**config.mk**
```make
export PLATFORM = sky130hd
export DESIGN_NAME = dmem_lsu_flat
export DESIGN_NICKNAME = d
export VERILOG_FILES = /design/src/rtl/dmem_lsu_pkg.sv /design/src/rtl/dmem_lsu_if.sv /design/src/rtl/dmem_lsu_load_ext.sv /design/src/rtl/dmem_lsu.sv /design/src/flat_wrapper.sv
export SDC_FILE = /design/constraint.sdc
export NUM_CORES = 1
export LEC_CHECK = 0
export ABC_AREA = 1
export CAP_MARGIN = 40
export CORE_UTILIZATION = 47
export CTS_CLUSTER_SIZE = 10
export DETAILED_ROUTE_END_ITERATION = 6
export GPL_TIMING_DRIVEN = 0
export PLACE_DENSITY = 0.95
export SLEW_MARGIN = 20
export SYNTH_ARGS = -nofsm -noshare
export SYNTH_HDL_FRONTEND = slang
export SYNTH_HIERARCHICAL = 1
export SYNTH_SLANG_ARGS = --single-unit
```
**constraint.sdc**
```tcl
create_clock -name clk -period 4.2 [get_ports clk]
set_clock_uncertainty 0.1 [all_clocks]
set_input_delay 0.42 -clock clk [delete_from_list [all_inputs] [get_ports clk]]
set_output_delay 0.42 -clock clk [all_outputs]
set_load 0.1 [all_outputs]
```
**src/rtl/dmem_lsu_pkg.sv**
```systemverilog
// Shared definitions for the data-memory load/store unit: RV32 width codes,
// dmem transfer sizes, FSM state encoding and the request legality rule.
package dmem_lsu_pkg;

    localparam logic [2:0] LB  = 3'b000;
    localparam logic [2:0] LH  = 3'b001;
    localparam logic [2:0] LW  = 3'b010;
    localparam logic [2:0] LBU = 3'b100;
    localparam logic [2:0] LHU = 3'b101;
    localparam logic [2:0] SB  = 3'b000;
    localparam logic [2:0] SH  = 3'b001;
    localparam logic [2:0] SW  = 3'b010;

    localparam logic [1:0] SZ_BYTE = 2'b00;
    localparam logic [1:0] SZ_HALF = 2'b01;
    localparam logic [1:0] SZ_WORD = 2'b10;

    typedef enum logic [1:0] {
        IDLE  = 2'd0,
        READ  = 2'd1,
        WRITE = 2'd2,
        RESP  = 2'd3
    } state_t;

    function automatic logic is_legal(input logic we, input logic [2:0] funct3);
        if (we) return funct3 inside {SB, SH, SW};
        return funct3 inside {LB, LH, LW, LBU, LHU};
    endfunction

endpackage

```
**src/rtl/dmem_lsu_if.sv**
```systemverilog
// Pipeline request/response and dmem port bundle; the LSU sits on the slave
// modport, the pipeline/dmem side (or a bench) on the master modport.
interface dmem_lsu_if #(
    parameter int ADDR_W = 32,
    parameter int DATA_W = 32
);
    logic              req_valid;
    logic              req_ready;
    logic              req_we;
    logic [2:0]        req_funct3;
    logic [ADDR_W-1:0] req_addr;
    logic [DATA_W-1:0] req_wdata;
    logic [4:0]        req_rd;
    logic              resp_valid;
    logic [DATA_W-1:0] resp_data;
    logic [4:0]        resp_rd;
    logic              resp_err;
    logic [ADDR_W-1:0] mem_addr;
    logic              mem_r_enable;
    logic              mem_w_enable;
    logic [1:0]        mem_w_size;
    logic [DATA_W-1:0] mem_w_data;
    logic [DATA_W-1:0] mem_r_data;
    logic              mem_ready;

    modport slave (
        input  req_valid, req_we, req_funct3, req_addr, req_wdata, req_rd,
        input  mem_r_data, mem_ready,
        output req_ready, resp_valid, resp_data, resp_rd, resp_err,
        output mem_addr, mem_r_enable, mem_w_enable, mem_w_size, mem_w_data
    );

    modport master (
        output req_valid, req_we, req_funct3, req_addr, req_wdata, req_rd,
        output mem_r_data, mem_ready,
        input  req_ready, resp_valid, resp_data, resp_rd, resp_err,
        input  mem_addr, mem_r_enable, mem_w_enable, mem_w_size, mem_w_data
    );
endinterface

```
**src/rtl/dmem_lsu_load_ext.sv**
```systemverilog
// Combinational load extension: selects byte/half/word from the low lanes of
// the returned dmem word and sign- or zero-extends it to 32 bits.
module load_ext
    import dmem_lsu_pkg::*;
(
    input  logic [2:0]  funct3,
    input  logic [31:0] raw,
    output logic [31:0] data
);

    always_comb begin
        // NOTE: default assignment first so every path drives data and no latch is inferred.
        data = raw;
        case (funct3)
            LB:      data = {{24{raw[7]}}, raw[7:0]};
            LBU:     data = {24'h0, raw[7:0]};
            LH:      data = {{16{raw[15]}}, raw[15:0]};
            LHU:     data = {16'h0, raw[15:0]};
            default: data = raw;
        endcase
    end

endmodule

```
**src/rtl/dmem_lsu.sv**
```systemverilog
// Load/store unit: accepts one request at a time, runs a single dmem read or
// write, and returns a tagged, extended response (with illegal/timeout errors).
module dmem_lsu
    import dmem_lsu_pkg::*;
#(
    parameter int ADDR_W      = 32,
    parameter int DATA_W      = 32,
    parameter int TIMEOUT_CYC = 15
) (
    input  logic       clk,
    input  logic       reset,
    dmem_lsu_if.slave  bus
);

    localparam int CNT_W = $clog2(TIMEOUT_CYC + 1);

    state_t            state;
    logic [CNT_W-1:0]  cnt;
    logic [2:0]        funct3_q;
    logic [ADDR_W-1:0] addr_q;
    logic [DATA_W-1:0] wdata_q;
    logic              r_en_q;
    logic [DATA_W-1:0] ext_data;

    load_ext u_ext (
        .funct3 (funct3_q),
        .raw    (bus.mem_r_data),
        .data   (ext_data)
    );

    assign bus.mem_addr   = addr_q;
    assign bus.mem_w_data = wdata_q;
    // The read strobe falls in the ready cycle so a zero-wait dmem sees exactly one read.
    assign bus.mem_r_enable = r_en_q & ~bus.mem_ready;

    // NOTE: state and outputs are updated with non-blocking assignments so every register samples pre-edge values.
    always_ff @(posedge clk or negedge reset) begin
        if (!reset) begin
            state            <= IDLE;
            cnt              <= '0;
            funct3_q         <= '0;
            addr_q           <= '0;
            wdata_q          <= '0;
            r_en_q           <= 1'b0;
            bus.mem_w_enable <= 1'b0;
            bus.mem_w_size   <= SZ_BYTE;
            bus.req_ready    <= 1'b1;
            bus.resp_valid   <= 1'b0;
            bus.resp_data    <= '0;
            bus.resp_rd      <= '0;
            bus.resp_err     <= 1'b0;
        end else begin
            case (state)
                IDLE: begin
                    if (bus.req_valid) begin
                        funct3_q      <= bus.req_funct3;
                        bus.resp_rd   <= bus.req_rd;
                        bus.req_ready <= 1'b0;
                        if (!is_legal(bus.req_we, bus.req_funct3)) begin
                            state          <= RESP;
                            bus.resp_valid <= 1'b1;
                            bus.resp_err   <= 1'b1;
                        end else if (bus.req_we) begin
                            state            <= WRITE;
                            addr_q           <= bus.req_addr;
                            wdata_q          <= bus.req_wdata;
                            bus.mem_w_size   <= bus.req_funct3[1:0];
                            bus.mem_w_enable <= 1'b1;
                        end else begin
                            state  <= READ;
                            addr_q <= bus.req_addr;
                            r_en_q <= 1'b1;
                            cnt    <= '0;
                        end
                    end
                end
                READ: begin
                    if (bus.mem_ready) begin
                        state          <= RESP;
                        r_en_q         <= 1'b0;
                        bus.resp_data  <= ext_data;
                        bus.resp_valid <= 1'b1;
                    end else if (cnt == CNT_W'(TIMEOUT_CYC - 1)) begin
                        state          <= RESP;
                        r_en_q         <= 1'b0;
                        bus.resp_err   <= 1'b1;
                        bus.resp_valid <= 1'b1;
                    end else begin
                        cnt <= cnt + CNT_W'(1);
                    end
                end
                WRITE: begin
                    state            <= RESP;
                    bus.mem_w_enable <= 1'b0;
                    bus.resp_valid   <= 1'b1;
                end
                RESP: begin
                    state          <= IDLE;
                    bus.resp_valid <= 1'b0;
                    bus.resp_err   <= 1'b0;
                    bus.resp_data  <= '0;
                    bus.req_ready  <= 1'b1;
                end
                default: state <= IDLE;
            endcase
        end
    end

endmodule

```
**src/flat_wrapper.sv**
```systemverilog
// flat-port wrapper written by rule: the top's interface ports become plain ports
module dmem_lsu_flat import dmem_lsu_pkg::*;
#(
    parameter int ADDR_W      = 32,
    parameter int DATA_W      = 32,
    parameter int TIMEOUT_CYC = 15
)
  (clk, reset, bus_req_valid, bus_req_we, bus_req_funct3, bus_req_addr, bus_req_wdata, bus_req_rd, bus_mem_r_data, bus_mem_ready, bus_req_ready, bus_resp_valid, bus_resp_data, bus_resp_rd, bus_resp_err, bus_mem_addr, bus_mem_r_enable, bus_mem_w_enable, bus_mem_w_size, bus_mem_w_data);
  dmem_lsu_if #(.ADDR_W(ADDR_W), .DATA_W(DATA_W)) bus_i ();
  input  logic clk;
  input  logic reset;
  input wire logic [$bits(bus_i.req_valid)-1:0] bus_req_valid;
  input wire logic [$bits(bus_i.req_we)-1:0] bus_req_we;
  input wire logic [$bits(bus_i.req_funct3)-1:0] bus_req_funct3;
  input wire logic [$bits(bus_i.req_addr)-1:0] bus_req_addr;
  input wire logic [$bits(bus_i.req_wdata)-1:0] bus_req_wdata;
  input wire logic [$bits(bus_i.req_rd)-1:0] bus_req_rd;
  input wire logic [$bits(bus_i.mem_r_data)-1:0] bus_mem_r_data;
  input wire logic [$bits(bus_i.mem_ready)-1:0] bus_mem_ready;
  output wire logic [$bits(bus_i.req_ready)-1:0] bus_req_ready;
  output wire logic [$bits(bus_i.resp_valid)-1:0] bus_resp_valid;
  output wire logic [$bits(bus_i.resp_data)-1:0] bus_resp_data;
  output wire logic [$bits(bus_i.resp_rd)-1:0] bus_resp_rd;
  output wire logic [$bits(bus_i.resp_err)-1:0] bus_resp_err;
  output wire logic [$bits(bus_i.mem_addr)-1:0] bus_mem_addr;
  output wire logic [$bits(bus_i.mem_r_enable)-1:0] bus_mem_r_enable;
  output wire logic [$bits(bus_i.mem_w_enable)-1:0] bus_mem_w_enable;
  output wire logic [$bits(bus_i.mem_w_size)-1:0] bus_mem_w_size;
  output wire logic [$bits(bus_i.mem_w_data)-1:0] bus_mem_w_data;
  assign bus_i.req_valid = bus_req_valid;
  assign bus_i.req_we = bus_req_we;
  assign bus_i.req_funct3 = bus_req_funct3;
  assign bus_i.req_addr = bus_req_addr;
  assign bus_i.req_wdata = bus_req_wdata;
  assign bus_i.req_rd = bus_req_rd;
  assign bus_i.mem_r_data = bus_mem_r_data;
  assign bus_i.mem_ready = bus_mem_ready;
  assign bus_req_ready = bus_i.req_ready;
  assign bus_resp_valid = bus_i.resp_valid;
  assign bus_resp_data = bus_i.resp_data;
  assign bus_resp_rd = bus_i.resp_rd;
  assign bus_resp_err = bus_i.resp_err;
  assign bus_mem_addr = bus_i.mem_addr;
  assign bus_mem_r_enable = bus_i.mem_r_enable;
  assign bus_mem_w_enable = bus_i.mem_w_enable;
  assign bus_mem_w_size = bus_i.mem_w_size;
  assign bus_mem_w_data = bus_i.mem_w_data;
  dmem_lsu #(.ADDR_W(ADDR_W), .DATA_W(DATA_W), .TIMEOUT_CYC(TIMEOUT_CYC)) u_core (.clk(clk), .reset(reset), .bus(bus_i));
endmodule
```
==> run_results.csv <==
group,metric,value,unit
run_status,status,"finished clean",
cells_and_area,drive_gt1_frac,0.190,
sta,setup_viol,0,
clocking,cts.sink_count,117,
place,placed_area,0.00941,mm^2
routing,met1_length,7.33,mm
floorplan,fp.dieW,108,um
synthesis,ys_async_sr_fraction,1.00,
critical_path,crit_slowest_cell,"clkdlybuf4s50_1",
sta,rsz0062_at_grt,"no",
cells_and_area,fin_nets,1078,
critical_path,max_stage_delay,590,ps
clocking,cts_resized,0,
synthesis,synth-main-ff-cell,"dfrtp_1",
synthesis,syn-num-nets,740,
place,port_buffers,209,
critical_path,r2r_start,"u_core/state[1]$_DFFE_PN0P_",
routing,num_vias,5947,
cells_and_area,utilization,0.913,
sta,tightest_slew,531,ps
critical_path,worstPathArrival,1840,ps
routing,wl_per_cell,19.4,um
synthesis,yosysSeqAreaShare,0.556,
critical_path,reg2regPathDepth,5,
synthesis,yosysTopAreaCell,"dfrtp_1",
clocking,clockBufferDepth,2,
routing,drtIter0Drc,446,
synthesis,syn_area_per_cell,8.42,um^2
clocking,path_clk_slew,60,ps
min_path,hp-start,"bus_mem_r_data[5]",
global_route,track_usage,0.394,
floorplan,core_area,0.0109,mm^2
critical_path,crit_family,"buffers and inverters",
floorplan,die_h,108,um
clocking,cts_max_level,4,
sta,period_share,0.561,
clocking,clk_latency,510,ps
global_route,grt_pass1_wl,33.5,mm
place,gp_congestion,0.835,
global_route,grt_max_degree,69,
routing,wl_met2,11.4,mm
clocking,cts_setup_buffers,0,
cells_and_area,insertedDiodeCount,0,
critical_path,crit_type,"reg2out",
critical_path,rrSetupSlack,2080,ps
global_route,grt_pass1_vias,6434,
routing,top_layer,"met4",
place,dp.final_hpwl,15.1,mm
critical_path,setup.worst_path.start_class,"flip-flop",
sta,max_freq,0.425,GHz
synthesis,yosys-top-cells-area,"dfrtp_1, nand2_1, nand3_1",
min_path,hold_class,"in2reg",
critical_path,path_buf_inv,2,
clocking,ctsRootBufferMaster,"clkbuf_8",
sta,period_minus_slack,2360,ps
min_path,holdPathStages,3,
min_path,hold-path-endpoint,"u_core/bus.resp_data[5]$_DFFE_PN0P_",
critical_path,worstSetupEndpointType,"primary output",
routing,wl,21.6,mm
floorplan,rows,38,
synthesis,synth_top_area_share,0.551,
floorplan,start_util,0.483,
routing,first_pass_iters,6,
synthesis,syn_inst,625,
sta,hold_viol,0,
floorplan,num_io_pins,217,
sta,drv_slew,0,
clocking,cts_tree,"done",
synthesis,ys_types,25,
critical_path,path_max_fanout,2,
sta,relSlewSlack,0.646,
place,dp.cells,1083,
cells_and_area,stdcell_count,1114,
synthesis,synthTopCellsByCount,"nand2_1, dfrtp_1, nand3_1, inv_1, o21ai_0",
global_route,antenna_found_initial,0,
synthesis,syn-cell-area,0.00526,mm^2
critical_path,r2r-end,"u_core/bus.resp_data[31]$_DFFE_PN0P_",
synthesis,synth.most_common_cell,"nand2_1",
cells_and_area,area_growth,88.8,%
routing,vias_per_cell,5.34,
synthesis,synth_edf_count,0,
routing,wl_met3,1.60,mm
routing,drc_errors,0,
clocking,numCtsBuffers,17,
flow_run,drv_cap,0,
synthesis,yosys_warnings,6,
routing,ant_nets,0,
floorplan,dieArea,0.0116,mm^2
global_route,grt_overflow,0,
critical_path,crit_chain,"clkdlybuf4s50_1 -> buf_16",
critical_path,required,3680,ps
synthesis,ys_ff_latch,117,
cells_and_area,stdcell_area,0.00994,mm^2
[worst max-delay path by stage]
stage | startpoint | end | slack [ps] | cells after the start
6_report | u_core/bus.req_ready$_DFFE_PN1P_ | bus_req_ready | 1840 | 2
5_1_grt | u_core/bus.req_ready$_DFFE_PN1P_ | bus_req_ready | 1800 | 2
4_1_cts | u_core/bus.req_ready$_DFFE_PN1P_ | bus_req_ready | 1830 | 2
3_5_place_dp | bus_req_we | u_core/bus.mem_w_data[27]$_DFFE_PN0P_ | 1950 | 8
3_3_place_gp | reset | u_core/bus.mem_addr[7]$_DFFE_PN0P_ | -1810 | 1
2_1_floorplan | bus_mem_ready | bus_mem_r_enable | 2010 | 1
[worst min-delay path: cells and delay by family]
family / cells / cell delay, ps
AND/OR/NAND/NOR: 1 / 60
buffers and inverters: 1 / 80
AO/OA/AOI/OAI: 1 / 70
[cell type report]
type	instances	area [um^2]
fill	392	951
timing repair buffer	319	3980
sequential	117	2930
clock buffer	20	435
clock inverter	10	85.1
tap	140	175
multi-input combinational	418	1900
inverter	53	199
buffer	37	239
[metrics by stage]
step / worst slack (ps) / hold WS, ps / TNS (ps)
finish: 1840 / 45.7 / 0
global route: 1800 / 68.3 / 0
CTS: 1830 / 37.1 / 0
detailed placement: 1950 / 295 / 0
global placement: -1810 / 352 / -209480
floorplan: 2010 / 24.4 / 0
[state kept, by name, summed over array words and instances (netlist names), 2 cells and up]
register,count
u_core/bus.resp_data,32
u_core/cnt,4
u_core/funct3_q,3
u_core/state,2
u_core/bus.mem_w_data,32
u_core/bus.mem_addr,32
u_core/bus.resp_rd,5
u_core/bus.mem_w_size,2
[cell usage in the layout, fill, tap and decap left out, types with 2 or more instances in the layout]
master and n:
clkbuf_16 16, o21ai_1 17, inv_2 2, nor2_4 3, nand2_1 276, clkdlybuf4s50_1 208, buf_4 13, o21ai_0 31
buf_6 7, clkinv_2 5, nor2_1 13, ha_1 6, nand3_1 52, nand3_2 10, dfrtp_1 116, clkbuf_8 2
buf_2 5, clkinvlp_4 4, nand2_4 3, inv_1 50, buf_16 19, buf_8 90, clkbuf_1 15
[metal layers]
layer  global-route usage  up-vias
met2                0.693      374
li1                     -     2605
met5                    0        -
met1                0.405     2863
met3                0.111      105
met4                0.269        0
[timing repair]
item,CTS,global route
endpoints found under the setup margin,0,0
hold buffers,1,0
hold endpoints to repair,49,0
[cells by family (layout without fill, tap and decap cells)]
family	Yosys count	after routing	synth area share
AO/OA/AOI/OAI	51	51	0.0513
adder cells (fa/ha/maj)	6	6	0.0143
XOR/XNOR	1	1	0.00166
AND/OR/NAND/NOR	360	360	0.293
buffers and inverters	90	439	0.0832
flip-flops	117	117	0.556
Power is left out: the tool's default activity adds up to more than one toggle a clock period on the data nets, which glitch-free logic cannot reach.
